`config.mk`:
```
export PLATFORM = sky130hd
export DESIGN_NAME = fire_dispatcher_flat
export DESIGN_NICKNAME = d
export VERILOG_FILES = /design/src/rtl/fire_dispatcher_pkg.sv /design/src/rtl/fire_dispatcher_if.sv /design/src/rtl/fire_dispatcher_rr_arbiter.sv /design/src/rtl/fire_dispatcher.sv /design/src/flat_wrapper.sv
export SDC_FILE = /design/constraint.sdc
export NUM_CORES = 1
export LEC_CHECK = 0
export ABC_CLOCK_PERIOD_IN_PS = 8300
export CAP_MARGIN = 15
export CELL_PAD_IN_SITES_DETAIL_PLACEMENT = 2
export CELL_PAD_IN_SITES_GLOBAL_PLACEMENT = 2
export CORE_AREA = 8 8 463 465
export CTS_CLUSTER_SIZE = 24
export DETAILED_ROUTE_END_ITERATION = 8
export DIE_AREA = 0 0 471 473
export PLACE_DENSITY_LB_ADDON = 0.1
export SKIP_CTS_REPAIR_TIMING = 1
export SLEW_MARGIN = 0
export SYNTH_ARGS = -nofsm -noshare
export SYNTH_HDL_FRONTEND = slang
export SYNTH_SLANG_ARGS = --single-unit
```
`constraint.sdc`:
```
create_clock -name clk -period 8.3 [get_ports clk]
set_input_delay 0.83 -clock clk [delete_from_list [all_inputs] [get_ports clk]]
set_output_delay 0.83 -clock clk [all_outputs]
set_load 0.03 [all_outputs]
```
`src/rtl/fire_dispatcher_pkg.sv`:
```
// Shared types for the fire dispatcher: FSM states, order payload, side codes.
package gg_dispatch_pkg;

    typedef enum logic [1:0] {
        IDLE  = 2'd0,
        SEND  = 2'd1,
        REARM = 2'd2
    } state_t;

    typedef struct packed {
        logic [31:0] security_id;
        logic [63:0] price;
        logic [31:0] size;
        logic [1:0]  side;
    } order_t;

    localparam logic [1:0] BUY  = 2'd1;
    localparam logic [1:0] SELL = 2'd2;

    // 16-bit add that sticks at all ones instead of wrapping.
    function automatic logic [15:0] sat_add16(input logic [15:0] a, input logic [15:0] b);
        logic [16:0] sum;
        sum = {1'b0, a} + {1'b0, b};
        return sum[16] ? 16'hFFFF : sum[15:0];
    endfunction

endpackage

```
`src/rtl/fire_dispatcher_if.sv`:
```
// Order output channel: valid/ready handshake plus the latched payload.
interface fire_dispatcher_if #(
    parameter int MAX_INSTRUMENTS = 8
);
    localparam int IW = $clog2(MAX_INSTRUMENTS);

    logic          out_valid;
    logic          out_ready;
    logic [IW-1:0] out_slot;
    logic [31:0]   out_security_id;
    logic [63:0]   out_price;
    logic [31:0]   out_size;
    logic [1:0]    out_side;

    modport master (
        output out_valid, out_slot, out_security_id, out_price, out_size, out_side,
        input  out_ready
    );

    modport slave (
        input  out_valid, out_slot, out_security_id, out_price, out_size, out_side,
        output out_ready
    );
endinterface

```
`src/rtl/fire_dispatcher_rr_arbiter.sv`:
```
// Combinational round-robin pick: first request strictly after last, wrapping.
module rr_arbiter #(
    parameter int N  = 8,
    parameter int IW = $clog2(N)
) (
    input  logic [N-1:0]  req,
    input  logic [IW-1:0] last,
    output logic [N-1:0]  grant,
    output logic [IW-1:0] idx,
    output logic          any
);

    logic [IW-1:0] s;

    // Walk slots last+1 .. last+N (mod N); the first hit wins.
    always_comb begin
        grant = '0;
        idx   = '0;
        any   = 1'b0;
        s     = '0;
        for (int k = 1; k <= N; k++) begin
            s = IW'((int'(last) + k) % N);
            if (!any && req[s]) begin
                any      = 1'b1;
                grant[s] = 1'b1;
                idx      = s;
            end
        end
    end

endmodule

```
`src/rtl/fire_dispatcher.sv`:
```
// Turns sticky per-slot fire flags into a serial stream of orders, one slot
// at a time in round-robin order, and optionally re-arms the slot afterwards.
module fire_dispatcher
    import gg_dispatch_pkg::*;
#(
    parameter int MAX_INSTRUMENTS = 8
) (
    input  logic                              clk,
    input  logic                              rst,
    input  logic [MAX_INSTRUMENTS-1:0]        fires,
    input  logic [MAX_INSTRUMENTS-1:0]        auto_rearm,
    input  logic [MAX_INSTRUMENTS-1:0][31:0]  order_security_id,
    input  logic [MAX_INSTRUMENTS-1:0][63:0]  order_price,
    input  logic [MAX_INSTRUMENTS-1:0][31:0]  order_size,
    input  logic [MAX_INSTRUMENTS-1:0][1:0]   order_side,
    output logic [MAX_INSTRUMENTS-1:0]        rearm_n,
    output logic [15:0]                       dropped_count,
    fire_dispatcher_if.master                 bus
);

    localparam int N  = MAX_INSTRUMENTS;
    localparam int IW = $clog2(N);
    localparam int CW = $clog2(N + 1);

    state_t        state, state_nxt;
    logic [N-1:0]  fires_q;
    logic [N-1:0]  pending;
    logic [N-1:0]  fire_edge;
    logic [N-1:0]  clr;
    logic [N-1:0]  drop;
    logic [CW-1:0] drop_n;
    logic [IW-1:0] last_grant;
    logic [N-1:0]  grant_oh;
    logic [IW-1:0] grant_idx;
    logic          grant_any;
    logic          load;
    logic          accept;
    logic          out_valid_q;
    logic [IW-1:0] out_slot_q;
    order_t        payload_q;
    order_t        payload_sel;

    assign fire_edge = fires & ~fires_q;
    // A slot being granted this cycle is not a drop: its new edge re-pends it.
    assign drop      = fire_edge & pending & ~clr;
    assign accept    = (state == SEND) && bus.out_ready;

    rr_arbiter #(.N(N), .IW(IW)) u_arb (
        .req   (pending),
        .last  (last_grant),
        .grant (grant_oh),
        .idx   (grant_idx),
        .any   (grant_any)
    );

    // Snapshot of the granted slot's order fields.
    always_comb begin
        payload_sel             = '0;
        payload_sel.security_id = order_security_id[grant_idx];
        payload_sel.price       = order_price[grant_idx];
        payload_sel.size        = order_size[grant_idx];
        payload_sel.side        = order_side[grant_idx];
    end

    // Number of fire edges lost this cycle (several slots may drop at once).
    always_comb begin
        drop_n = '0;
        for (int i = 0; i < N; i++) drop_n = drop_n + CW'(drop[i]);
    end

    // FSM state register.
    always_ff @(posedge clk) begin
        if (!rst) state <= IDLE;
        else      state <= state_nxt;
    end

    // FSM next state, grant load and pending clear.
    always_comb begin
        state_nxt = state;
        load      = 1'b0;
        clr       = '0;
        case (state)
            IDLE: begin
                if (grant_any) begin
                    load      = 1'b1;
                    clr       = grant_oh;
                    state_nxt = SEND;
                end
            end
            SEND: begin
                if (bus.out_ready) state_nxt = auto_rearm[out_slot_q] ? REARM : IDLE;
            end
            REARM:   state_nxt = IDLE;
            default: state_nxt = IDLE;
        endcase
    end

    // Edge history, pending set/clear (set wins) and drop counter.
    always_ff @(posedge clk) begin
        if (!rst) begin
            fires_q       <= '0;
            pending       <= '0;
            dropped_count <= '0;
        end else begin
            fires_q       <= fires;
            pending       <= (pending & ~clr) | fire_edge;
            dropped_count <= sat_add16(dropped_count, 16'(drop_n));
        end
    end

    // Output registers: payload latched at grant, held until accepted.
    always_ff @(posedge clk) begin
        if (!rst) begin
            last_grant  <= IW'(N - 1);
            out_valid_q <= 1'b0;
            out_slot_q  <= '0;
            payload_q   <= '0;
        end else if (load) begin
            last_grant  <= grant_idx;
            out_valid_q <= 1'b1;
            out_slot_q  <= grant_idx;
            payload_q   <= payload_sel;
        end else if (accept) begin
            out_valid_q <= 1'b0;
        end
    end

    // One-cycle active-low re-arm pulse, issued in the REARM state.
    always_ff @(posedge clk) begin
        if (!rst)
            rearm_n <= '1;
        else if (accept && auto_rearm[out_slot_q])
            rearm_n <= ~({{(N-1){1'b0}}, 1'b1} << out_slot_q);
        else
            rearm_n <= '1;
    end

    assign bus.out_valid       = out_valid_q;
    assign bus.out_slot        = out_slot_q;
    assign bus.out_security_id = payload_q.security_id;
    assign bus.out_price       = payload_q.price;
    assign bus.out_size        = payload_q.size;
    assign bus.out_side        = payload_q.side;

endmodule

```
`src/flat_wrapper.sv`:
```
// flat-port wrapper written by rule: the top's interface ports become plain ports
module fire_dispatcher_flat import gg_dispatch_pkg::*;
#(
    parameter int MAX_INSTRUMENTS = 8
)
  (clk, rst, fires, auto_rearm, order_security_id, order_price, order_size, order_side, rearm_n, dropped_count, bus_out_valid, bus_out_slot, bus_out_security_id, bus_out_price, bus_out_size, bus_out_side, bus_out_ready);
  fire_dispatcher_if #(.MAX_INSTRUMENTS(MAX_INSTRUMENTS)) bus_i ();
  input  logic clk;
  input  logic rst;
  input  logic [MAX_INSTRUMENTS-1:0] fires;
  input  logic [MAX_INSTRUMENTS-1:0] auto_rearm;
  input  logic [MAX_INSTRUMENTS-1:0][31:0] order_security_id;
  input  logic [MAX_INSTRUMENTS-1:0][63:0] order_price;
  input  logic [MAX_INSTRUMENTS-1:0][31:0] order_size;
  input  logic [MAX_INSTRUMENTS-1:0][1:0] order_side;
  output logic [MAX_INSTRUMENTS-1:0] rearm_n;
  output logic [15:0] dropped_count;
  output wire logic [$bits(bus_i.out_valid)-1:0] bus_out_valid;
  output wire logic [$bits(bus_i.out_slot)-1:0] bus_out_slot;
  output wire logic [$bits(bus_i.out_security_id)-1:0] bus_out_security_id;
  output wire logic [$bits(bus_i.out_price)-1:0] bus_out_price;
  output wire logic [$bits(bus_i.out_size)-1:0] bus_out_size;
  output wire logic [$bits(bus_i.out_side)-1:0] bus_out_side;
  input wire logic [$bits(bus_i.out_ready)-1:0] bus_out_ready;
  assign bus_out_valid = bus_i.out_valid;
  assign bus_out_slot = bus_i.out_slot;
  assign bus_out_security_id = bus_i.out_security_id;
  assign bus_out_price = bus_i.out_price;
  assign bus_out_size = bus_i.out_size;
  assign bus_out_side = bus_i.out_side;
  assign bus_i.out_ready = bus_out_ready;
  fire_dispatcher #(.MAX_INSTRUMENTS(MAX_INSTRUMENTS)) u_core (.clk(clk), .rst(rst), .fires(fires), .auto_rearm(auto_rearm), .order_security_id(order_security_id), .order_price(order_price), .order_size(order_size), .order_side(order_side), .rearm_n(rearm_n), .dropped_count(dropped_count), .bus(bus_i));
endmodule
```
; Yosys cells after proc, flatten, opt, wreduce, memory -nomap -nowiden
; Index checks and enable logic that the tools add are counted.
; Widths: inputs -> output; s select.
[totals]
in_bits = 1059
ff_bits = 179
output_inout_bits = 158
[op_classes]
n_mux = 77
reduce_logical = 28
shifts = 1
magnitude_cmp = 18
addsub = 16
n_eq_ne = 3
bitwise_logic = 15
[ops]
columns = operator, count
row1 = $bmux 32 s3, 2
row2 = $bmux 64 s3, 1
row3 = $mux 8, 10
row4 = $mux 32, 2
row5 = $mux 64, 1
row6 = $or 8x8->8, 8
row7 = $lt 3x4->1 const B, 10
row8 = $and 8x8->8, 4
row9 = $mux 1, 29
row10 = $bmux 1 s3, 9
row11 = $add 4x1->4, 6
row12 = $demux 1 s3, 8
row13 = $ge 3x1->1 const B, 8
row14 = $mux 3, 8
row15 = $not 8->8, 3
row16 = $add 16x4->17, 1
row17 = $logic_and 1x1->1, 17
row18 = $mux 16, 1
row19 = $add 3x3->3 const B, 4
row20 = $mux 2, 4
row21 = $shl 1x3->8 const A, 1
row22 = $logic_not 1->1, 7
row23 = $add 3x1->3 const B, 2
row24 = $add 3x2->3 const B, 2
row25 = 9 further kinds, 10

; Longest topological paths before layout
[depth]
word_depth = 38
mapped_depth = 34

; Cells and area by module
; A second synthesis with hierarchy kept.
[hier_totals]
hier_cells = 1267
area_unflattened_um2 = 15129.5
[by_module_without_submodules]
columns = module, cells_each, n_inst, area_each_um2, seq_area_each_um2
row1 = fire_dispatcher, 1126, 1, 13880.8, 3583.4
row2 = rr_arbiter, 141, 1, 1248.7, 0.0

; Worst setup path after synthesis
; Ideal clock, no wire load.
[synth_timing]
kind = reg2reg
from = reg u_core.last_grant[0]
to = reg u_core.dropped_count[10]
arrival_time_ns = 7.403
t_required_ns = 8.230
setup_time_ns = 0.070
period_less_slack_ns = 7.474
setup_slack_ns = 0.826
path_stages_with_launch = 32
path_cell_list = dfxtp_1 > buf_4 > buf_4 > inv_1 > buf_2 > ha_1 > buf_6 > mux2i_1 > mux2i_1 > o221ai_1 > and3_1 > buf_2 > clkbuf_1 > clkbuf_1 > nand3_1 > nand2_1 > mux2_2 > a21oi_1 > ha_1 > inv_1 > fa_1 > fa_1 > fa_1 > fa_1 > fa_1 > nor2b_1 > o21ai_0 > a21oi_1 > nand2_1 > or3_1 > clkbuf_1 > a21oi_1
[synth_between]
elab_chain_len = 38
elab_cells_between_ends = 114
[synth_rtl]
columns = element, line_no
row1 = "start, declared", fire_dispatcher.sv:32  ; logic [IW-1:0] last_grant;
row2 = "start signal, assigned", fire_dispatcher.sv:114  ; last_grant <= IW'(N - 1);
row3 = "start signal, assigned", fire_dispatcher.sv:119  ; last_grant <= grant_idx;
row4 = "parallel branches: the longest is 25 deep, another holds $lt 3x4->1", n/a
row5 = $mux 8 *, fire_dispatcher.sv:84  ; if (grant_any) begin
row6 = $mux 8 *, fire_dispatcher.sv:82  ; case (state)
row7 = $not 8->8 *, fire_dispatcher.sv:45  ; assign drop = fire_edge & pending & ~clr;
row8 = $and 8x8->8 *, fire_dispatcher.sv:45
row9 = $add 1x1->2, fire_dispatcher.sv:68  ; for (int i = 0; i < N; i++) drop_n = drop_n + CW'(drop[i]);
row10 = $add 4x1->4 (5 in series), fire_dispatcher.sv:68
row11 = $add 4x1->4 *, fire_dispatcher.sv:68
row12 = $add 16x4->17 *, fire_dispatcher_pkg.sv:23  ; sum = {1'b0, a} + {1'b0, b};
row13 = $mux 16 *, fire_dispatcher_pkg.sv:24  ; return sum[16] ? 16'hFFFF : sum[15:0];
row14 = "end signal, assigned", fire_dispatcher.sv:107  ; dropped_count <= sat_add16(dropped_count, 16'(drop_n));
row15 = "end, declared", fire_dispatcher.sv:17  ; output logic [15:0] dropped_count,
; Mark *: on every way between the ends. The select of a mux whose other input is x is not followed.
; A chain may end at the register's enable or synchronous reset.

; Worst setup path after layout
[layout_timing]
from = reg u_core.last_grant[1]
to = reg u_core.dropped_count[0]
; Same word-level chain as after synthesis.

==> impl_metrics.json <==
{
  "status": "finished, final reports clean",
  "start_kind": "register",
  "wirelength_um": 234700,
  "hold_viol": 0,
  "avgSynthCellArea_um2": 7.231,
  "rsz0062_at_grt": "no",
  "drv_cap": 0,
  "firstDrtPassIters": 7,
  "grt_usage_pct": 19.84,
  "drive_gt1_share_pct": 6.576,
  "yosys_register_bits": 179,
  "crit_required_ns": 8.77,
  "overflow": 0,
  "ys_warn_count": 0,
  "nFillCells": 23959,
  "gp_congestion": 0.8097,
  "drt-initial-drc-count": 1530,
  "slew_violations": 0,
  "die_area_mm2": 0.2228,
  "synth_enable_flop_cells": 0,
  "floorplan.initialDensity_pct": 9.884,
  "yosysUniqueCellTypes": 76,
  "rows": 167,
  "die_w_um": 471,
  "clk_latency_ns": 0.56,
  "critical_path_arrival_ns": 8.13,
  "cts_sinks": 179,
  "cts_buffer_depth": 2,
  "synth_top_cell_area_share_pct": 17.56,
  "path_class": "register to register",
  "clockRootBuffer": "clkbuf_16",
  "cts_max_level": 4,
  "skew_ns": 0.02899,
  "die_h_um": 473,
  "slew_headroom_pct": 24.67,
  "yosysTopAreaCell": "dfxtp_1",
  "worst_pin_slew_ns": 1.130,
  "clk_pin_slew_ns": 0.08,
  "detailed_place_hpwl_um": 181500,
  "layout.nets": 4820,
  "cts_tree": "done",
  "syn_nets": 3899,
  "end_kind": "register",
  "routed_via_density": 4.509,
  "via_count": 29436,
  "most-common-layout-cells": "clkdlybuf4s50_1 (1,215), o21ai_0 (446), a21boi_0 (258)",
  "antenna_found_initial": 230,
  "grt_pass1_vias": 31161,
  "io_pins": 1217,
  "fmax_ghz": 0.1306,
  "core-area_mm2": 0.2064,
  "final_area_mm2": 0.03606,
  "synthTopCellsByArea": "dfxtp_1 (18%), o21ai_0 (11%), a21boi_0 (9.5%)",
  "wl_per_cell_um": 35.95,
  "numCtsBuffers": 17,
  "ys_seq_area_share_pct": 17.56,
  "path_max_fanout": 13,
  "min_period_ns": 7.657,
  "ant_nets": 0,
  "route.detailed.drc": 0,
  "grt_pass1_wl_um": 306800,
  "synthCells": 2822,
  "synthToLayoutAreaGrowth_pct": 76.69,
  "syn_area_mm2": 0.02041,
  "grt_max_degree": 144,
  "setup_viol": 0,
  "async_reset_ff_share_pct": 0,
  "synthFlopType": "dfxtp_1",
  "totalNegativeSetupSlack_ns": 0,
  "min_path_type": "register to register",
  "numPortBuffers": 1216,
  "final_common_cell": "clkdlybuf4s50_1",
  "period_share_pct": 92.25,
  "place_area_mm2": 0.03525
}
[kinds of logic after synthesis]
family,Yosys count,synth area share [%]
fa+ha+maj,18,1.288
buf+inv,490,9.731
flops,179,17.56
compound gates,1396,48.12
xor+xnor,16,0.7604
simple gates,641,16.09
mux,82,6.450
[synth_stat cells (all sizes together) (76+ instances only)]
| library cell | number |
|---|---|
| and3 | 155 |
| clkbuf | 315 |
| a32o | 109 |
| a221oi | 109 |
| o22ai | 109 |
| a21boi | 261 |
| dfxtp | 179 |
| o31ai | 110 |
| nor2 | 140 |
| buf | 76 |
| nand3 | 235 |
| o21ai | 448 |
| a31o | 109 |
| inv | 99 |
[critical path, stage by stage, from the launching register on]
cell	delay, ns
dfxtp_1	0.34
inv_1	0.15
ha_2	0.62
buf_4	0.25
mux2i_1	0.08
mux4_2	0.57
nand2_1	0.20
nor3_1	0.12
a222oi_1	0.26
nand2_1	0.11
mux2_2	0.30
a21oi_1	0.18
ha_1	0.26
inv_1	0.08
fa_1	0.43
fa_1	0.52
fa_1	0.47
fa_1	0.50
fa_1	0.45
nor2b_1	0.12
o21ai_0	0.11
a21oi_1	0.41
nand2_1	0.17
or3_1	0.65
a21oi_1	0.22
[flip-flops by register name, indices dropped and copies added, names as in the netlist]
register	flops
u_core.bus.out_slot	3
u_core.dropped_count	16
u_core.rearm_n	8
u_core.last_grant	3
u_core.fires_q	8
u_core.pending	8
u_core.bus.out_price	64
u_core.state	2
u_core.bus.out_valid	1
u_core.bus.out_size	32
u_core.bus.out_security_id	32
u_core.bus.out_side	2
[routing by layer]
metal	vias up	global-route usage (%)	part of all wire, %
met1	14887	21.32	38
li1	12890	-	-
met4	124	3.800	2.4
met2	1105	37.57	52
met3	430	6.906	7.3
met5	-	0	0.34
[worst paths after layout]
kind	from	end	slack, ns	cells after the start
worst max register to register	u_core.last_grant[1]	u_core.dropped_count[0]	0.64	24
worst max-delay path	u_core.last_grant[1]	u_core.dropped_count[0]	0.64	24
worst min-delay path	u_core.bus.out_valid	u_core.bus.out_valid	0.47	2
worst min register to register	u_core.bus.out_valid	u_core.bus.out_valid	0.47	2
[through the flow]
stage | setup slack, ns | instances | util (%) | hold WS, ns
floorplan | 0.8261 | 2822 | - | 0.5044
global route | 0.02767 | 6480 | 17.41 | 0.4973
global placement | 0.3998 | 6428 | 17.08 | 0.4503
finish | 0.6431 | 6529 | 17.47 | 0.4662
detailed placement | 0.3220 | 6428 | 17.08 | 0.4597
CTS | 0.2826 | 6460 | 17.37 | 0.4725
[cell type report]
cell class / instances / area, um^2 / share of cell area, %
Antenna cell: 69 / 172.7 / 0.4789
Tap cell: 2704 / 3383 / 9.383
Clock inverter: 11 / 138.9 / 0.3852
Multi-Input combinational cell: 2153 / 15030 / 41.68
Inverter: 99 / 371.6 / 1.031
Timing Repair Buffer: 1293 / 12910 / 35.80
Sequential cell: 179 / 3583 / 9.939
Clock buffer: 21 / 470.5 / 1.305
Power is not shown: default switching activity piles up to over one toggle a cycle in this logic, so the estimate is an artifact.
